--- src/rtl/mem_byte_bridge_pkg.sv ---
// mem_byte_bridge_pkg: shared widths, lane count and FSM state encoding
// for the word-to-byte memory bridge.
package mem_byte_bridge_pkg;

    localparam int ADDR_WIDTH = 32;
    localparam int DATA_WIDTH = 32;
    localparam int BYTE_WIDTH = 8;
    localparam int MBB_LANES  = 4;

    // Index of the final lane; the beat that ends it closes the transfer.
    localparam logic [1:0] MBB_LAST_LANE = 2'(MBB_LANES - 1);

    typedef enum logic [1:0] {
        MBB_IDLE = 2'd0,
        MBB_BEAT = 2'd1,
        MBB_DONE = 2'd2
    } mbb_state_e;

endpackage : mem_byte_bridge_pkg

--- src/rtl/mem_byte_bridge.sv ---
// mem_byte_bridge: accepts word-wide read/write requests from the core's
// data port and serialises them as four byte beats on an 8-bit external
// bus, stalling the core until the word is complete.
//
// Optional feature macro: MEM_WAIT_EN
//   defined   -> ext_ready_i exists; a beat ends only on an edge where
//                ext_ready_i is high, outputs hold steady until then.
//   undefined -> every beat lasts exactly one cycle.
module mem_byte_bridge
    import mem_byte_bridge_pkg::*;
(
    input  logic                  CLK,
    input  logic                  RST,
    input  logic                  read_op_i,
    input  logic                  write_op_i,
    input  logic [ADDR_WIDTH-1:0] addr_i,
    input  logic [3:0]            mask_i,
    input  logic [DATA_WIDTH-1:0] data_i,
    output logic [DATA_WIDTH-1:0] data_o,
    output logic                  stall_o,
    output logic [ADDR_WIDTH-1:0] ext_addr_o,
    output logic [7:0]            ext_data_o,
    input  logic [7:0]            ext_data_i,
    output logic                  ext_we_o,
    output logic                  ext_re_o
`ifdef MEM_WAIT_EN
    ,
    input  logic                  ext_ready_i
`endif
);

    // Registered state
    mbb_state_e              state_q, state_d;
    logic [1:0]              lane_q, lane_d;
    logic [ADDR_WIDTH-3:0]   waddr_q, waddr_d;   // word address, addr[31:2]
    logic [3:0]              mask_q, mask_d;
    logic [DATA_WIDTH-1:0]   wdata_q, wdata_d;
    logic                    is_wr_q, is_wr_d;
    logic [23:0]             rbuf_q, rbuf_d;     // lanes 0..2; lane 3 lands directly in data_o
    logic [DATA_WIDTH-1:0]   data_o_q, data_o_d;

    // Combinational outputs decoded from the state
    logic                    stall_s;
    logic [ADDR_WIDTH-1:0]   ext_addr_s;
    logic [7:0]              ext_data_s;
    logic                    ext_we_s;
    logic                    ext_re_s;
    logic                    beat_end_s;
    logic                    req_s;
    logic                    unused_addr_lsb_s;

    // The byte offset of the core address is meaningless for word accesses.
    assign unused_addr_lsb_s = ^addr_i[1:0];

    assign req_s = read_op_i | write_op_i;

`ifdef MEM_WAIT_EN
    assign beat_end_s = ext_ready_i;
`else
    assign beat_end_s = 1'b1;
`endif

    // State, latched request and read data registers
    always_ff @(posedge CLK or posedge RST) begin
        if (RST) begin
            state_q  <= MBB_IDLE;
            lane_q   <= 2'd0;
            waddr_q  <= '0;
            mask_q   <= 4'd0;
            wdata_q  <= '0;
            is_wr_q  <= 1'b0;
            rbuf_q   <= 24'd0;
            data_o_q <= '0;
        end else begin
            state_q  <= state_d;
            lane_q   <= lane_d;
            waddr_q  <= waddr_d;
            mask_q   <= mask_d;
            wdata_q  <= wdata_d;
            is_wr_q  <= is_wr_d;
            rbuf_q   <= rbuf_d;
            data_o_q <= data_o_d;
        end
    end

    // Next-state logic, request capture, beat strobes and read assembly
    always_comb begin
        state_d    = state_q;
        lane_d     = lane_q;
        waddr_d    = waddr_q;
        mask_d     = mask_q;
        wdata_d    = wdata_q;
        is_wr_d    = is_wr_q;
        rbuf_d     = rbuf_q;
        data_o_d   = data_o_q;
        stall_s    = 1'b0;
        ext_addr_s = '0;
        ext_data_s = 8'd0;
        ext_we_s   = 1'b0;
        ext_re_s   = 1'b0;

        case (state_q)
            MBB_IDLE: begin
                if (req_s) begin
                    // Stall in the same cycle the request appears; a
                    // simultaneous read and write resolves to the write.
                    stall_s = 1'b1;
                    waddr_d = addr_i[ADDR_WIDTH-1:2];
                    mask_d  = mask_i;
                    wdata_d = data_i;
                    is_wr_d = write_op_i;
                    lane_d  = 2'd0;
                    state_d = MBB_BEAT;
                end else begin
                    state_d = MBB_IDLE;
                end
            end

            MBB_BEAT: begin
                stall_s    = 1'b1;
                ext_addr_s = {waddr_q, lane_q};
                if (is_wr_q) begin
                    // A masked-off lane still occupies its beat, strobe low.
                    ext_we_s = mask_q[lane_q];
                    case (lane_q)
                        2'd0:    ext_data_s = wdata_q[7:0];
                        2'd1:    ext_data_s = wdata_q[15:8];
                        2'd2:    ext_data_s = wdata_q[23:16];
                        2'd3:    ext_data_s = wdata_q[31:24];
                        default: ext_data_s = 8'd0;
                    endcase
                end else begin
                    ext_re_s = 1'b1;
                end

                if (beat_end_s) begin
                    if (!is_wr_q) begin
                        case (lane_q)
                            2'd0:    rbuf_d[7:0]   = ext_data_i;
                            2'd1:    rbuf_d[15:8]  = ext_data_i;
                            2'd2:    rbuf_d[23:16] = ext_data_i;
                            2'd3:    data_o_d      = {ext_data_i, rbuf_q};
                            default: rbuf_d        = rbuf_q;
                        endcase
                    end else begin
                        data_o_d = data_o_q;
                    end

                    if (lane_q == MBB_LAST_LANE) begin
                        lane_d  = 2'd0;
                        state_d = MBB_DONE;
                    end else begin
                        lane_d  = lane_q + 2'd1;
                        state_d = MBB_BEAT;
                    end
                end else begin
                    state_d = MBB_BEAT;
                end
            end

            MBB_DONE: begin
                // The core still shows the finished request here; ignore it.
                state_d = MBB_IDLE;
            end

            default: begin
                state_d = MBB_IDLE;
                lane_d  = 2'd0;
            end
        endcase
    end

    // stall_o must read low while reset is applied, even with a request held.
    assign stall_o    = stall_s & ~RST;
    assign data_o     = data_o_q;
    assign ext_addr_o = ext_addr_s;
    assign ext_data_o = ext_data_s;
    assign ext_we_o   = ext_we_s;
    assign ext_re_o   = ext_re_s;

endmodule : mem_byte_bridge

--- config.mk ---
export PLATFORM = sky130hd
export DESIGN_NAME = mem_byte_bridge
export DESIGN_NICKNAME = d
export VERILOG_FILES = /design/src/rtl/mem_byte_bridge_pkg.sv /design/src/rtl/mem_byte_bridge.sv
export SDC_FILE = /design/constraint.sdc
export NUM_CORES = 1
export LEC_CHECK = 0
export ABC_AREA = 1
export CORE_MARGIN = 1.5
export CORE_UTILIZATION = 49
export DETAILED_ROUTE_END_ITERATION = 7
export GPL_TIMING_DRIVEN = 0
export HOLD_SLACK_MARGIN = 0.1
export PLACE_DENSITY = 0.91
export SLEW_MARGIN = 20
export SYNTH_ARGS = -nofsm -noshare
export SYNTH_HDL_FRONTEND = slang
export SYNTH_SLANG_ARGS = --single-unit
--- constraint.sdc ---
create_clock -name CLK -period 5.6 [get_ports CLK]
set_input_delay 1.12 -clock CLK [delete_from_list [all_inputs] [get_ports CLK]]
set_output_delay 1.12 -clock CLK [all_outputs]
set_load 0.02 [all_outputs]
; ---- Yosys cells after proc, flatten, opt, wreduce, memory -nomap -nowiden
; Index checks and enable logic that the tools add are counted.
; W data, S select, Z words.
[word_totals]
regBits = 127
inputBits = 80
wordCells = 49
output_inout_bits = 75
[op_classes]
order_cmp = 1
n_reduce_logical = 8
n_bitwise = 5
add_sub_neg = 1
n_eq_ne = 6
mux = 18
[ops]
columns = operator, n
row1 = $mux W32, 1
row2 = $pmux W8 S4, 1
row3 = $mux W8, 2
row4 = $reduce_and A3 Y1, 4
row5 = $mux W1, 7
row6 = $eq A2 B2 Y1 const B, 3
row7 = $mux W2, 3
row8 = $pmux W2 S3, 1
row9 = $eq A2 B1 Y1 const B, 2
row10 = $logic_not A2 Y1, 2
row11 = $pmux W2 S2, 1
row12 = $reduce_and A2 Y1, 2
row13 = $lt A2 B3 Y1 const B, 1
row14 = $not A1 Y1, 3
row15 = $add A2 B1 Y2 const B, 1
row16 = $bmux W1 S2, 1
row17 = $ne A2 B2 Y1 const B, 1
row18 = $pmux W1 S2, 1
row19 = $and A1 B1 Y1, 1
row20 = $or A1 B1 Y1, 1

; ---- Depth between registers and ports, before layout
; Gate-level depths: netlist (run 1).
[depth]
ltp_word = 4
depth_mapped = 8
ltp_nobuf = 6

; ---- Worst setup path after synthesis (run 1)
; No wires, ideal clock.
[synth_timing]
kind = input port to output port
startpoint = input port write_op_i
endpoint = output port stall_o
arrival_time_ns = 1.662
path_stages = 4
required_time_ns = 4.480
n_path_buf = 0
setup_slack_ns = 2.818
cell_sequence = inv_1 nand2_2 nand2_1 a21oi_1
[synth_between]
elab_chain_len = 4
[synth_lines]
columns = element, line_no
row1 = "start, declared", mem_byte_bridge.sv:15  ; input logic write_op_i,
row2 = $or A1 B1 Y1, mem_byte_bridge.sv:55  ; assign req_s = read_op_i | write_op_i;
row3 = $mux W1, mem_byte_bridge.sv:104  ; if (req_s) begin
row4 = $pmux W1 S2, mem_byte_bridge.sv:102  ; case (state_q)
row5 = $and A1 B1 Y1, mem_byte_bridge.sv:174  ; assign stall_o = stall_s & ~RST;
row6 = "end, declared", mem_byte_bridge.sv:20  ; output logic stall_o,
; Every way passes these cells.

; ---- Worst setup path in the final report (run 1)
[layout_timing]
startpoint = register lane_q[0]
endpoint = output port ext_data_o[6]
[layout_between]
elab_chain_len = 4
word_cells_on_any_way = 7
classes_between = eq/ne (3) / mux (3) / reduce/logical (1)
[layout_lines]
columns = element, line_no
row1 = "start, declared", mem_byte_bridge.sv:34  ; logic [1:0] lane_q, lane_d;
row2 = "start signal, assigned", mem_byte_bridge.sv:76  ; lane_q <= lane_d;
row3 = "$eq A2 B2 Y1, or another cell as far along", mem_byte_bridge.sv:125  ; case (lane_q)
row4 = $pmux W8 S4 *, mem_byte_bridge.sv:125
row5 = $mux W8 *, mem_byte_bridge.sv:122  ; if (is_wr_q) begin
row6 = $mux W8 *, mem_byte_bridge.sv:102
row7 = "end, declared", mem_byte_bridge.sv:22  ; output logic [7:0] ext_data_o,
; Every way passes the cells marked *; elsewhere a longest branch is shown, timed or not.

==> results.py, run 1 <==
metrics = {
    "outcome": {
        "status": "completed",
    },
    "timing": {
        "post-route-period-util_pct": 67.9,
        "tightest_slew_ns": 0.495,
        "whs_ns": 0.466,
        "finalHoldViolations": 0,
        "drv_slew": 0,
        "rsz0062_at_grt": "no",
        "finalSetupViolCount": 0,
        "maxSlewHeadroom_pct": 67.0,
        "skew_ns": 0.00646,
        "min_period_ns": 3.80,
        "clock.fmax_mhz": 263,
    },
    "synthesis": {
        "synthArstFlopShare_pct": 100,
        "synth_cell_types": 20,
        "ys_ff_latch": 127,
        "netlist_top_cells_count": "227 x nand2_1, 127 x dfrtp_1, 110 x inv_1, 61 x nand3_1, 53 x o21ai_0",
        "yosysTopAreaCell": "dfrtp_1",
        "netlist_area_um2": 5780,
        "synth_warnings": 0,
        "yosysSeqAreaShare_pct": 54.9,
        "synth_edf_count": 0,
        "synth_area_leaders": "dfrtp_1 55%, nand2_1 15%, inv_1 7.1%",
        "yosysMostFrequentCell": "nand2_1",
        "synth-main-ff-cell": "dfrtp_1",
        "synthCells": 706,
        "avgSynthCellArea_um2": 8.19,
        "synth_fp_nets": 791,
        "yosys.area.top_type_share_pct": 54.9,
    },
    "floorplan": {
        "fp.coreArea_um2": 11500,
        "pin_count": 155,
        "chipWidth_um": 112,
        "placementRows": 39,
        "die_area_um2": 12500,
        "die_y_um": 112,
        "initial_utilization_pct": 50.4,
    },
    "worst_setup_path": {
        "critPathMaxFanout": 10,
        "worst_setup_path_start_kind": "register",
        "cp-end-kind": "output pin",
        "cp.required_ns": 4.48,
        "critPathKind": "reg -> out",
        "arrival_ns": 2.68,
    },
    "power": {
        "seq_power_share_pct": 31.8,
        "combPwrFrac_pct": 45.6,
        "p_int_mw": 3.11,
        "p_total_mw": 5.14,
        "ir_drop_mv": 0.360,
        "p_leak_nw": 4.22,
        "p_switching_mw": 2.02,
        "swShare_pct": 39.4,
        "p_per_area_nw_per_um2": 630,
        "clockPowerShare_pct": 22.6,
    },
    "finish": {
        "final_cells": 1034,
        "drive_gt1_share_pct": 8.53,
        "fin_nets": 963,
        "fin_util_pct": 71.1,
        "fin_area_um2": 8150,
        "syn_to_final_growth_pct": 40.9,
        "n_antenna_cell": 0,
    },
    "drt": {
        "viasPerCell": 5.00,
        "dr_total_vias": 5166,
        "drt-total-wl_mm": 14.6,
        "ant_nets": 0,
        "first_pass_iters": 5,
        "drt_iter0_drc": 278,
        "routedWlPerCell_um": 14.1,
        "drc": 0,
    },
    "clocking": {
        "cts_root_buf": "clkbuf_16",
        "cts_resized": 0,
        "h-tree-depth": 4,
        "clock-sinks": 127,
        "clock_path_buffers": 2,
        "cts_hold_buf": 0,
        "clk_latency_ns": 0.41,
        "cts_buffers": 17,
        "tritoncts": "done",
        "path_clk_slew_ns": 0.06,
        "post_cts_buffers": 0,
    },
    "run": {
        "cap_viol_max_count": 0,
    },
    "grt": {
        "grt_pass1_vias": 5184,
        "grt_max_degree": 83,
        "track_usage_pct": 24.5,
        "grt_first_pass_wirelength_mm": 24.3,
        "gr-total-overflow": 0,
        "antenna_found_initial": 0,
    },
    "placement": {
        "port-buffer-count": 152,
        "placedCellCount": 1002,
        "place_congestion": 0.833,
        "dp_hpwl_mm": 10.3,
        "placed_area_um2": 7520,
    },
    "min_path": {
        "hp-class": "reg -> reg",
    },
}
-- layout make-up --
class / count / area [µm²]
clock buffer: 21 / 480
multi-input combinational: 429 / 1900
inverter: 112 / 425
clock inverter: 11 / 151
sequential: 127 / 3180
timing repair buffer: 153 / 1550
fill: 843 / 3320
buffer: 38 / 285
tap: 143 / 179
-- critical path, cell delays in order, from the launching register on --
cell and delay [ns]:
dfrtp_1 0.45, inv_1 0.22, ha_1 0.18, buf_2 0.22, buf_2 0.26, nand2_1 0.07
nand2_1 0.08, nor2_1 0.04, nor2_1 0.13, clkdlybuf4s50_1 0.62
-- power groups by stage --
stage | registers [mW] | clock network (mW) | logic [mW]
after global placement | 1.61 | 0 | 2.27
after floorplan | 1.72 | 0 | 1.32
after CTS | 1.63 | 1.17 | 2.36
after detailed placement | 1.63 | 0 | 2.34
after global routing | 1.68 | 1.22 | 2.58
final | 1.63 | 1.16 | 2.34
-- logic make-up after synthesis --
group,synth area share (%)
AOI/OAI and AO/OA,6.75
adders and majority gates,1.08
and+or+nand+nor,25.0
buffers and inverters,12.2
DFF,54.9
-- sequential cells by signal, summed over array words and instances (netlist names) --
| signal | flops |
|---|---|
| wdata_q | 32 |
| mask_q | 4 |
| lane_q | 2 |
| data_o | 32 |
| waddr_q | 30 |
| rbuf_q | 24 |
| is_wr_q | 1 |
| state_q | 2 |
-- cell usage in the layout (no fill, tap or decap), types with 7 or more instances in the layout --
cell / n
nand3_1: 61
buf_6: 13
nor2_1: 49
nand2_1: 227
o21ai_0: 53
clkbuf_1: 7
clkbuf_16: 17
inv_1: 109
clkdlybuf4s50_1: 152
buf_2: 14
dfrtp_1: 127
o21ai_1: 23
-- worst paths after layout --
kind / end / slack (ns) / depth (start not counted) / from
min in group asynchronous: waddr_q[14] / 1.19 / 2 / RST
max in group asynchronous: data_o[9] / 3.65 / 3 / RST
max: ext_data_o[6] / 1.80 / 9 / lane_q[0]
min reg2reg: data_o[9] / 0.47 / 2 / data_o[9]
min: data_o[9] / 0.47 / 2 / data_o[9]
max reg2reg: rbuf_q[16] / 4.01 / 6 / lane_q[0]
-- stage by stage --
step | setup slack (ns) | setup TNS (ns)
after floorplan | 1.10 | 0
after global placement | -0.598 | -75.12
after CTS | 1.79 | 0
after detailed placement | 1.88 | 0
final | 1.80 | 0
after global routing | 1.59 | 0
-- per-layer routing --
layer / vias to the layer above / track usage [%] / wire length (µm)
met5: - / 0 / 0
met4: 0 / 8.35 / 248
met3: 26 / 7.40 / 1190
met2: 219 / 41.7 / 7230
met1: 2438 / 29.8 / 5910
li1: 2483 / - / -
Power figures use the tool's default switching activity.
==> run 2, diff against run 1 <==
--- a/config.mk
+++ b/config.mk
@@ -7,11 +7,11 @@
 export LEC_CHECK = 0
 export ABC_AREA = 1
 export CORE_MARGIN = 1.5
-export CORE_UTILIZATION = 49
+export CORE_UTILIZATION = 44
 export DETAILED_ROUTE_END_ITERATION = 7
 export GPL_TIMING_DRIVEN = 0
 export HOLD_SLACK_MARGIN = 0.1
-export PLACE_DENSITY = 0.91
+export PLACE_DENSITY = 0.87
 export SLEW_MARGIN = 20
 export SYNTH_ARGS = -nofsm -noshare
 export SYNTH_HDL_FRONTEND = slang
==> constraint.sdc (replaced) <==
create_clock -name CLK -period 3.18 [get_ports CLK]
set_input_delay 0.636 -clock CLK [delete_from_list [all_inputs] [get_ports CLK]]
set_output_delay 0.636 -clock CLK [all_outputs]
set_load 0.02 [all_outputs]
==> run 2 against run 1 <==
  * Clock-buffer cell count fell by 3
  * Clock power grew 80%
  * Critical endpoint is now ext_data_o[5]
  * Largest power group unchanged
  * Via count down 0.46%
  * Largest cell class unchanged
  * Sequential cell count stayed put
  * Hold slack improved by 0.0018 ns
  * Critical path type unchanged
==> results.py, run 2 (synthesis results as in run 1) <==
metrics = {
    "worst_setup_path": {
        "r2r_slack_ns": 1.65,
        "cp.required_ns": 2.54,
        "arrival_ns": 2.38,
        "r2r_cells": 5,
        "crit_chain": "inv_1 -> ha_1 -> clkbuf_4 -> nand2_1 -> nand2_1 -> nor2_1 -> nor2_1 -> clkdlybuf4s50_1",
        "cp-end-kind": "output pin",
        "reg2reg_from": "lane_q[1]",
        "r2r-end": "data_o[10]",
        "critPathMaxFanout": 17,
        "cpPeakStageDelay_ns": 0.61,
        "critPathKind": "reg -> out",
        "cpMaxStageDelayCell": "clkdlybuf4s50_1",
        "worst_setup_path_start_kind": "register",
    },
    "grt": {
        "antenna_found_initial": 0,
        "use_met3_pct": 6.73,
        "gr-total-overflow": 0,
        "track_usage_pct": 22.2,
        "grt_max_degree": 35,
        "use_met2_pct": 37.5,
        "grtUsageMet1_pct": 26.8,
        "grt_pass1_vias": 5181,
        "grt_first_pass_wirelength_mm": 24.5,
        "gr-max-usage-layer": "met2",
    },
    "placement": {
        "port-buffer-count": 152,
        "placed_area_um2": 7600,
        "dp_hpwl_mm": 10.7,
        "pre_cts_ws_ns": 0.337,
        "place_congestion": 0.871,
    },
    "clocking": {
        "cts_buffers": 17,
        "h-tree-depth": 4,
        "cts_root_buf": "clkbuf_16",
        "clock-sinks": 127,
        "clock_path_buffers": 2,
        "clk_latency_ns": 0.41,
        "tritoncts": "done",
        "path_clk_slew_ns": 0.06,
    },
    "floorplan": {
        "placementRows": 41,
        "initial_utilization_pct": 45.5,
        "fp.coreArea_um2": 12700,
        "die_area_um2": 13800,
        "chipWidth_um": 118,
        "pin_count": 155,
        "die_y_um": 118,
    },
    "power": {
        "swShare_pct": 39.5,
        "combPwrFrac_pct": 45.6,
        "p_per_area_nw_per_um2": 1100,
        "p_int_mw": 5.53,
        "ir_drop_mv": 0.557,
        "p_leak_nw": 4.29,
        "seq_power_share_pct": 31.4,
        "p_switching_mw": 3.61,
        "clockPowerShare_pct": 22.9,
    },
    "timing": {
        "maxSlewHeadroom_pct": 67.8,
        "clock.fmax_mhz": 332,
        "min_period_ns": 3.01,
        "skew_ns": 0.00888,
        "post-route-period-util_pct": 94.8,
        "drv_slew": 0,
        "whs_ns": 0.468,
        "rsz0062_at_grt": "no",
        "finalHoldViolations": 0,
        "finalSetupViolCount": 0,
        "finalWorstSetupSlack_ns": 0.167,
        "tightest_slew_ns": 0.483,
    },
    "drt": {
        "drt_iter0_drc": 326,
        "drt-total-wl_mm": 14.7,
        "drc": 0,
        "first_pass_iters": 4,
        "ant_nets": 0,
        "viasPerCell": 4.82,
        "routedWlPerCell_um": 13.8,
        "dr_total_vias": 5142,
    },
    "min_path": {
        "hold_depth": 2,
        "hp-class": "reg -> reg",
        "holdCritStartpoint": "data_o[22]",
        "worstHoldEndpoint": "data_o[22]",
    },
    "finish": {
        "drive_gt1_share_pct": 9.40,
        "fin_area_um2": 8280,
        "final_common_cell": "nand2_1",
        "fin_nets": 966,
        "n_antenna_cell": 0,
        "syn_to_final_growth_pct": 43.1,
        "mostFrequentLayoutCells": "227 x nand2_1, 149 x clkdlybuf4s50_1, 126 x dfrtp_1",
    },
    "run": {
        "cap_viol_max_count": 0,
    },
    "outcome": {
        "status": "completed",
    },
}
==> run 2: cell types whose count changed in the layout (fill, tap and decap cells not counted), sizes merged, moves of 2 or more <==
cell | before | now
clkdlybuf4s50 | 152 | 149
dlymetal6s2s | 0 | 3
clkbuf | 28 | 26
clkinv | 1 | 5
inv | 115 | 113
==> run 2: how the worst max path moves through the flow <==
stage | startpoint | slack [ns] | end
CTS | lane_q[0] | 0.03 | ext_data_o[7]
finish | lane_q[1] | 0.17 | ext_data_o[5]
detailed placement | lane_q[0] | 0.34 | ext_data_o[7]
floorplan | RST | 0.98 | data_o[0]
global placement | RST | -0.21 | data_o[16]
global route | lane_q[1] | 0.009 | ext_data_o[5]
==> run 2: per-stage QoR <==
step	setup TNS [ns]	std cells	total power, mW	util (%)
2_1_floorplan	0	706	5.34	-
3_3_place_gp	-25.46	1030	6.86	59.1
3_5_place_dp	0	1034	7.02	59.8
4_1_cts	0	1064	9.16	64.8
5_1_grt	0	1066	9.76	65.1
6_report	0	1066	9.14	65.1
==> run 2: layer usage <==
metal / part of all wire, % / vias up
met5: 0 / -
met4: 2.0 / 0
met3: 8.2 / 27
met2: 49 / 201
met1: 41 / 2420
li1: - / 2494
==> run 2: layout make-up <==
| class | count | area, µm² |
|---|---|---|
| plain buffers | 36 | 284 |
| clock buffers | 18 | 439 |
| clock inverters | 14 | 205 |
| fillers | 1075 | 4440 |
| inverters | 112 | 428 |
| multi-input cells | 429 | 1900 |
| flip-flops and latches | 127 | 3180 |
| well taps | 172 | 215 |
| repair buffers | 157 | 1620 |
| repair inverters | 1 | 7.51 |
==> run 2: repair_timing <==
item	CTS	global route
gates resized for setup	2	9
cloned	0	1
setup endpoints to repair	8	8
setup buffers	0	1
pin swaps	0	0
hold buffers	0	0
==> run 2: critical path, delay by kind of cell, from the launching register on <==
kind | cells | cell delay (ns)
fa+ha+maj | 1 | 0.16
simple gates | 4 | 0.35
flops | 1 | 0.42
buf+inv | 3 | 1.04
==> run 2: power groups by stage <==
stage               registers [mW]  logic [mW]  clock network, mW
global placement              2.84        4.02                  0
global route                  2.96        4.60               2.20
detailed placement            2.87        4.15                  0
floorplan                     3.02        2.32                  0
CTS                           2.86        4.17               2.12
finish                        2.87        4.17               2.09
